File: src/rtl/hkspi_slave_if.sv
// rtl/hkspi_slave_if.sv - housekeeping SPI pad and register-bus signal bundle
interface hkspi_slave_if;
    logic       spi_sck;
    logic       spi_csb;
    logic       spi_sdi;
    logic       spi_sdo;
    logic       spi_sdo_oe;
    logic [7:0] reg_addr;
    logic       reg_rd;
    logic [7:0] reg_rdata;
    logic       reg_wr;
    logic [7:0] reg_wdata;
    logic       busy;

    // Protocol engine side
    modport slave (
        input  spi_sck, spi_csb, spi_sdi, reg_rdata,
        output spi_sdo, spi_sdo_oe, reg_addr, reg_rd, reg_wr, reg_wdata, busy
    );

    // Pad driver / register file side
    modport master (
        output spi_sck, spi_csb, spi_sdi, reg_rdata,
        input  spi_sdo, spi_sdo_oe, reg_addr, reg_rd, reg_wr, reg_wdata, busy
    );
endinterface

File: src/rtl/hkspi_slave.sv
// rtl/hkspi_slave.sv - housekeeping SPI slave: oversampled command/address/data engine
module hkspi_slave #(
    parameter int SYNC_STAGES = 2
) (
    input  logic          clock,
    input  logic          resetb,
    hkspi_slave_if.slave  bus
);

    typedef enum logic [2:0] {
        ST_IDLE,
        ST_CMD,
        ST_ADDR,
        ST_DATA,
        ST_DONE
    } state_t;

    logic [SYNC_STAGES-1:0] sck_sync;
    logic [SYNC_STAGES-1:0] csb_sync;
    logic [SYNC_STAGES-1:0] sdi_sync;
    logic                   sck_d;
    logic                   sck_s;
    logic                   csb_s;
    logic                   sdi_s;
    logic                   rise;

    state_t     state;
    logic [2:0] bit_cnt;
    logic [2:0] byte_cnt;
    logic [2:0] count;
    logic       rd_mode;
    logic       wr_mode;
    logic [6:0] rx_sr;
    logic [7:0] rx_next;
    logic [6:0] tx_sr;
    logic [1:0] step;
    logic       load_pend;

    logic       sdo_q;
    logic       sdo_oe_q;
    logic [7:0] addr_q;
    logic       rd_q;
    logic       wr_q;
    logic [7:0] wdata_q;

    assign sck_s   = sck_sync[SYNC_STAGES-1];
    assign csb_s   = csb_sync[SYNC_STAGES-1];
    assign sdi_s   = sdi_sync[SYNC_STAGES-1];
    assign rise    = sck_s & ~sck_d;
    assign rx_next = {rx_sr, sdi_s};

    assign bus.spi_sdo    = sdo_q;
    assign bus.spi_sdo_oe = sdo_oe_q;
    assign bus.reg_addr   = addr_q;
    assign bus.reg_rd     = rd_q;
    assign bus.reg_wr     = wr_q;
    assign bus.reg_wdata  = wdata_q;
    assign bus.busy       = ~csb_s;

    // Pad synchronisers; CSB resets high so the engine starts deselected
    always_ff @(posedge clock or negedge resetb) begin
        if (!resetb) begin
            sck_sync <= '0;
            csb_sync <= '1;
            sdi_sync <= '0;
            sck_d    <= 1'b0;
        end else begin
            sck_sync <= {sck_sync[SYNC_STAGES-2:0], bus.spi_sck};
            csb_sync <= {csb_sync[SYNC_STAGES-2:0], bus.spi_csb};
            sdi_sync <= {sdi_sync[SYNC_STAGES-2:0], bus.spi_sdi};
            sck_d    <= sck_s;
        end
    end

    // Protocol FSM with byte-boundary sequencing and registered bus outputs
    always_ff @(posedge clock or negedge resetb) begin
        if (!resetb) begin
            state     <= ST_IDLE;
            bit_cnt   <= 3'd0;
            byte_cnt  <= 3'd0;
            count     <= 3'd0;
            rd_mode   <= 1'b0;
            wr_mode   <= 1'b0;
            rx_sr     <= 7'd0;
            tx_sr     <= 7'd0;
            step      <= 2'd0;
            load_pend <= 1'b0;
            sdo_q     <= 1'b0;
            sdo_oe_q  <= 1'b0;
            addr_q    <= 8'h00;
            rd_q      <= 1'b0;
            wr_q      <= 1'b0;
            wdata_q   <= 8'h00;
        end else begin
            // Strobes are single-cycle; read data is captured the cycle after the strobe
            rd_q      <= 1'b0;
            wr_q      <= 1'b0;
            load_pend <= rd_q;

            if (load_pend) begin
                tx_sr    <= bus.reg_rdata[6:0];
                sdo_q    <= bus.reg_rdata[7];
                sdo_oe_q <= 1'b1;
            end

            // After a data byte: bump the address, then prefetch the next read byte
            case (step)
                2'd1: begin
                    addr_q <= addr_q + 8'd1;
                    step   <= 2'd2;
                end
                2'd2: begin
                    step <= 2'd0;
                    if (rd_mode && state == ST_DATA) begin
                        rd_q <= 1'b1;
                    end
                end
                default: step <= 2'd0;
            endcase

            case (state)
                ST_IDLE: begin
                    if (!csb_s) begin
                        state   <= ST_CMD;
                        bit_cnt <= 3'd0;
                    end
                end
                ST_CMD: begin
                    if (rise) begin
                        rx_sr   <= rx_next[6:0];
                        bit_cnt <= bit_cnt + 3'd1;
                        if (bit_cnt == 3'd7) begin
                            wr_mode <= rx_next[7];
                            rd_mode <= rx_next[6];
                            count   <= rx_next[5:3];
                            state   <= (rx_next[7:6] == 2'b00) ? ST_DONE : ST_ADDR;
                        end
                    end
                end
                ST_ADDR: begin
                    if (rise) begin
                        rx_sr   <= rx_next[6:0];
                        bit_cnt <= bit_cnt + 3'd1;
                        if (bit_cnt == 3'd7) begin
                            addr_q   <= rx_next;
                            byte_cnt <= 3'd0;
                            state    <= ST_DATA;
                            if (rd_mode) begin
                                rd_q <= 1'b1;
                            end
                        end
                    end
                end
                ST_DATA: begin
                    if (rise) begin
                        rx_sr   <= rx_next[6:0];
                        bit_cnt <= bit_cnt + 3'd1;
                        if (rd_mode) begin
                            sdo_q <= tx_sr[6];
                            tx_sr <= {tx_sr[5:0], 1'b0};
                        end
                        if (bit_cnt == 3'd7) begin
                            if (wr_mode) begin
                                wr_q    <= 1'b1;
                                wdata_q <= rx_next;
                            end
                            step     <= 2'd1;
                            byte_cnt <= byte_cnt + 3'd1;
                            if (count != 3'd0 && (byte_cnt + 3'd1) == count) begin
                                state    <= ST_DONE;
                                sdo_oe_q <= 1'b0;
                            end
                        end
                    end
                end
                ST_DONE: begin
                    sdo_oe_q <= 1'b0;
                end
                default: state <= ST_IDLE;
            endcase

            // Deselect wins over everything: drop the partial byte and any pending work
            if (csb_s) begin
                state     <= ST_IDLE;
                bit_cnt   <= 3'd0;
                step      <= 2'd0;
                load_pend <= 1'b0;
                rd_q      <= 1'b0;
                sdo_q     <= 1'b0;
                sdo_oe_q  <= 1'b0;
            end
        end
    end

endmodule
File: src/flat_wrapper.sv
// flat-port wrapper written by rule: the top's interface ports become plain ports
module hkspi_slave_flat 
#(
    parameter int SYNC_STAGES = 2
)
  (clock, resetb, bus_spi_sck, bus_spi_csb, bus_spi_sdi, bus_reg_rdata, bus_spi_sdo, bus_spi_sdo_oe, bus_reg_addr, bus_reg_rd, bus_reg_wr, bus_reg_wdata, bus_busy);
  hkspi_slave_if bus_i ();
  input  logic clock;
  input  logic resetb;
  input wire logic [$bits(bus_i.spi_sck)-1:0] bus_spi_sck;
  input wire logic [$bits(bus_i.spi_csb)-1:0] bus_spi_csb;
  input wire logic [$bits(bus_i.spi_sdi)-1:0] bus_spi_sdi;
  input wire logic [$bits(bus_i.reg_rdata)-1:0] bus_reg_rdata;
  output wire logic [$bits(bus_i.spi_sdo)-1:0] bus_spi_sdo;
  output wire logic [$bits(bus_i.spi_sdo_oe)-1:0] bus_spi_sdo_oe;
  output wire logic [$bits(bus_i.reg_addr)-1:0] bus_reg_addr;
  output wire logic [$bits(bus_i.reg_rd)-1:0] bus_reg_rd;
  output wire logic [$bits(bus_i.reg_wr)-1:0] bus_reg_wr;
  output wire logic [$bits(bus_i.reg_wdata)-1:0] bus_reg_wdata;
  output wire logic [$bits(bus_i.busy)-1:0] bus_busy;
  assign bus_i.spi_sck = bus_spi_sck;
  assign bus_i.spi_csb = bus_spi_csb;
  assign bus_i.spi_sdi = bus_spi_sdi;
  assign bus_i.reg_rdata = bus_reg_rdata;
  assign bus_spi_sdo = bus_i.spi_sdo;
  assign bus_spi_sdo_oe = bus_i.spi_sdo_oe;
  assign bus_reg_addr = bus_i.reg_addr;
  assign bus_reg_rd = bus_i.reg_rd;
  assign bus_reg_wr = bus_i.reg_wr;
  assign bus_reg_wdata = bus_i.reg_wdata;
  assign bus_busy = bus_i.busy;
  hkspi_slave #(.SYNC_STAGES(SYNC_STAGES)) u_core (.clock(clock), .resetb(resetb), .bus(bus_i));
endmodule
File: config.mk
export PLATFORM = sky130hd
export DESIGN_NAME = hkspi_slave_flat
export DESIGN_NICKNAME = d
export VERILOG_FILES = /design/src/rtl/hkspi_slave_if.sv /design/src/rtl/hkspi_slave.sv /design/src/flat_wrapper.sv
export SDC_FILE = /design/constraint.sdc
export NUM_CORES = 1
export LEC_CHECK = 0
export CORE_ASPECT_RATIO = 0.8
export CORE_MARGIN = 3
export CORE_UTILIZATION = 56
export DETAILED_ROUTE_END_ITERATION = 16
export PLACE_DENSITY = 0.87
export SLEW_MARGIN = 20
export SYNTH_ARGS = -nofsm -noshare
export SYNTH_HDL_FRONTEND = slang
export SYNTH_SLANG_ARGS = --single-unit
File: constraint.sdc
create_clock -name clock -period 3.5 [get_ports clock]
set_input_delay 0.7 -clock clock [delete_from_list [all_inputs] [get_ports clock]]
set_output_delay 0.7 -clock clock [all_outputs]
set_load 0.02 [all_outputs]
==> flow_summary.json <==
{
  "start_util": 0.600,
  "cts_buffers": 9,
  "cts_sinks": 58,
  "crit_path_max_fanout": 9,
  "grt_pass1_vias": 1875,
  "seq_area_frac_synth": 0.559,
  "cts_resized": 0,
  "num_antenna_cells": 0,
  "place.gp.congestion": 0.872,
  "fp.dieW_um": 82.2,
  "synth.distinct_cells": 44,
  "path_class": "reg -> out",
  "tns_ps": 0,
  "cts-root-buf": "clkbuf_8",
  "grt_max_degree": 41,
  "area_growth_syn_to_layout_pct": 22.6,
  "core-area_um2": 4340,
  "synth_edf_count": 0,
  "drt-pass1-iter-count": 4,
  "cts_tree": "built",
  "holdBufCountCts": 0,
  "synth_cells": 215,
  "ys.flop_type": "dfrtp_1",
  "async_flop_share": 1.00,
  "final_antenna_net_count": 0,
  "antenna_found_initial": 0,
  "h-tree-depth": 3,
  "power_mw": 1.59,
  "ios": 34,
  "die_h_um": 67.0,
  "grt_first_pass_wirelength_mm": 9.28,
  "clockBufferDepth": 2,
  "clk_pin_slew_ps": 70,
  "drv_slew": 0,
  "ys_ff_latch": 58,
  "hold_violations": 0,
  "clk_latency_ps": 340,
  "final_common_cell": "dfrtp_1",
  "min_path_type": "in -> async",
  "drive_above_1_share": 0.184,
  "skew_ps": 9.19,
  "finalCritPeriodShare": 0.676,
  "maxCapViolCount": 0,
  "wl_per_cell_um": 17.7,
  "die_area_um2": 5500,
  "vias": 1782,
  "drcViolationCount": 0,
  "avgSynthCellArea_um2": 12.1,
  "slew_headroom": 0.628,
  "yosys_warnings": 0,
  "dp_hpwl_mm": 3.71,
  "drt_iter0_markers": 84,
  "final_cell_mix": "dfrtp_1 (56), clkdlybuf4s50_1 (32), nand2_1 (22)",
  "row_count": 21,
  "port_buffers": 33,
  "outcome": "completed",
  "crit_path_end_kind": "output port",
  "cp.arrival_ps": 1660,
  "wl_mm": 5.54,
  "syn_area_um2": 2600,
  "postCtsSetupBuffers": 0,
  "grt_overflow_total": 0,
  "leakage_nw": 1.40,
  "ir_drop_v": 0.000385,
  "power.density_nw_per_um2": 498,
  "rsz0062_at_grt": "false",
  "nets": 268,
  "critPathRequiredTime_ps": 2800,
  "setup_viol": 0,
  "syn_nets": 232,
  "cp-start-kind": "register",
  "fmax_mhz": 423,
  "grt_usage": 0.237,
  "avgViaCountPerCell": 5.69,
  "fin_crit_ps": 2360,
  "tightest_slew_ps": 556
}
[cell type report]
type                       count  area, um2
sequential                    58       1450
fill                         304       1150
multi-input combinational    145       1080
timing repair buffer          34        333
clock buffer                  12        165
clock inverter                 4       72.6
tap                           57       71.3
inverter                       3       11.3
[synthesized netlist by cell type, types with 2 or more instances]
| library cell | number | share of area |
|---|---|---|
| a21oi_1 | 3 | 0.0058 |
| a22o_1 | 2 | 0.0067 |
| a22oi_1 | 2 | 0.0058 |
| a2bb2oi_1 | 2 | 0.0067 |
| and3_1 | 2 | 0.0048 |
| and4b_1 | 3 | 0.012 |
| buf_2 | 4 | 0.0077 |
| buf_6 | 2 | 0.0087 |
| clkbuf_1 | 2 | 0.0029 |
| dfrtp_1 | 56 | 0.54 |
| dfstp_2 | 2 | 0.020 |
| ha_1 | 4 | 0.019 |
| inv_1 | 3 | 0.0043 |
| mux2_2 | 21 | 0.091 |
| mux2i_1 | 9 | 0.035 |
| nand2_1 | 22 | 0.032 |
| nand2b_1 | 4 | 0.0096 |
| nand3_1 | 3 | 0.0058 |
| nand3b_1 | 2 | 0.0058 |
| nand4_1 | 4 | 0.0096 |
| nor2_1 | 11 | 0.016 |
| nor2b_1 | 4 | 0.0096 |
| nor3_1 | 3 | 0.0058 |
| nor3_4 | 2 | 0.013 |
| nor3b_1 | 2 | 0.0058 |
| o21ai_0 | 17 | 0.033 |
| xnor2_1 | 2 | 0.0067 |
| xor2_1 | 6 | 0.020 |
[logic make-up after synthesis]
kind of cell,synth area share
and+or+nand+nor,0.158
DFF,0.559
AOI/OAI and AO/OA,0.0736
muxes,0.130
buffers and inverters,0.0250
xor gates and xnor gates,0.0356
adders and majority gates,0.0192
[through the flow]
step	std cells	util	instance area [um2]	hold slack, ps	worst slack [ps]
CTS	313	0.736	3190	295	1130
finish	313	0.736	3190	293	1140
global placement	297	0.681	2950	332	1540
global route	313	0.736	3190	311	1090
detailed placement	297	0.681	2950	346	1460
floorplan	215	-	2600	331	1680
[routing by layer]
| layer | up-vias | GRT usage | wire length, um | share of wire |
|---|---|---|---|---|
| li1 | 833 | - | - | - |
| met1 | 886 | 0.310 | 2440 | 0.44 |
| met2 | 50 | 0.346 | 2680 | 0.48 |
| met3 | 13 | 0.0838 | 312 | 0.056 |
| met4 | 0 | 0.118 | 108 | 0.019 |
| met5 | - | 0 | 0 | 0 |
[worst paths after layout]
path | from | to | slack (ps) | cells after the start
setup / recovery | u_core.csb_sync[1]$_DFF_PN1_ | bus_busy | 1140 | 2
hold / removal | resetb | u_core.tx_sr[5]$_DFF_PN0_ | 290 | 1
setup reg to reg | u_core.bit_cnt[1]$_DFFE_PN0P_ | u_core.bus.reg_wdata[5]$_DFFE_PN0P_ | 1430 | 6
hold reg to reg | u_core.sck_sync[0]$_DFF_PN0_ | u_core.sck_sync[1]$_DFF_PN0_ | 360 | 0
max in group asynchronous | resetb | u_core.csb_sync[0]$_DFF_PN1_ | 2350 | 2
min in group clock | u_core.sck_sync[0]$_DFF_PN0_ | u_core.sck_sync[1]$_DFF_PN0_ | 360 | 0
[state kept, by name, summed over array words and instances (netlist names)]
| name | cells |
|---|---|
| u_core.step | 2 |
| u_core.wr_mode | 1 |
| u_core.bus.spi_sdo | 1 |
| u_core.sdi_sync | 2 |
| u_core.state | 3 |
| u_core.byte_cnt | 3 |
| u_core.rx_sr | 7 |
| u_core.csb_sync | 2 |
| u_core.bus.reg_rd | 1 |
| u_core.bus.reg_wdata | 8 |
| u_core.count | 3 |
| u_core.bit_cnt | 3 |
| u_core.sck_sync | 2 |
| u_core.rd_mode | 1 |
| u_core.load_pend | 1 |
| u_core.tx_sr | 7 |
| u_core.bus.reg_addr | 8 |
| u_core.sck_d | 1 |
| u_core.bus.reg_wr | 1 |
| u_core.bus.spi_sdo_oe | 1 |
[worst max-delay path: stages, from the launching register on]
cell and delay (ps):
dfstp_2 630, inv_1 130, clkdlybuf4s50_1 570
[where the power goes]
group	total, mW	switching [mW]	internal (mW)
clock network	0.718	0.260	0.458
registers	0.780	0.0695	0.710
logic	0.0899	0.0429	0.0471
No activity file was read; power rests on OpenSTA's default activity.
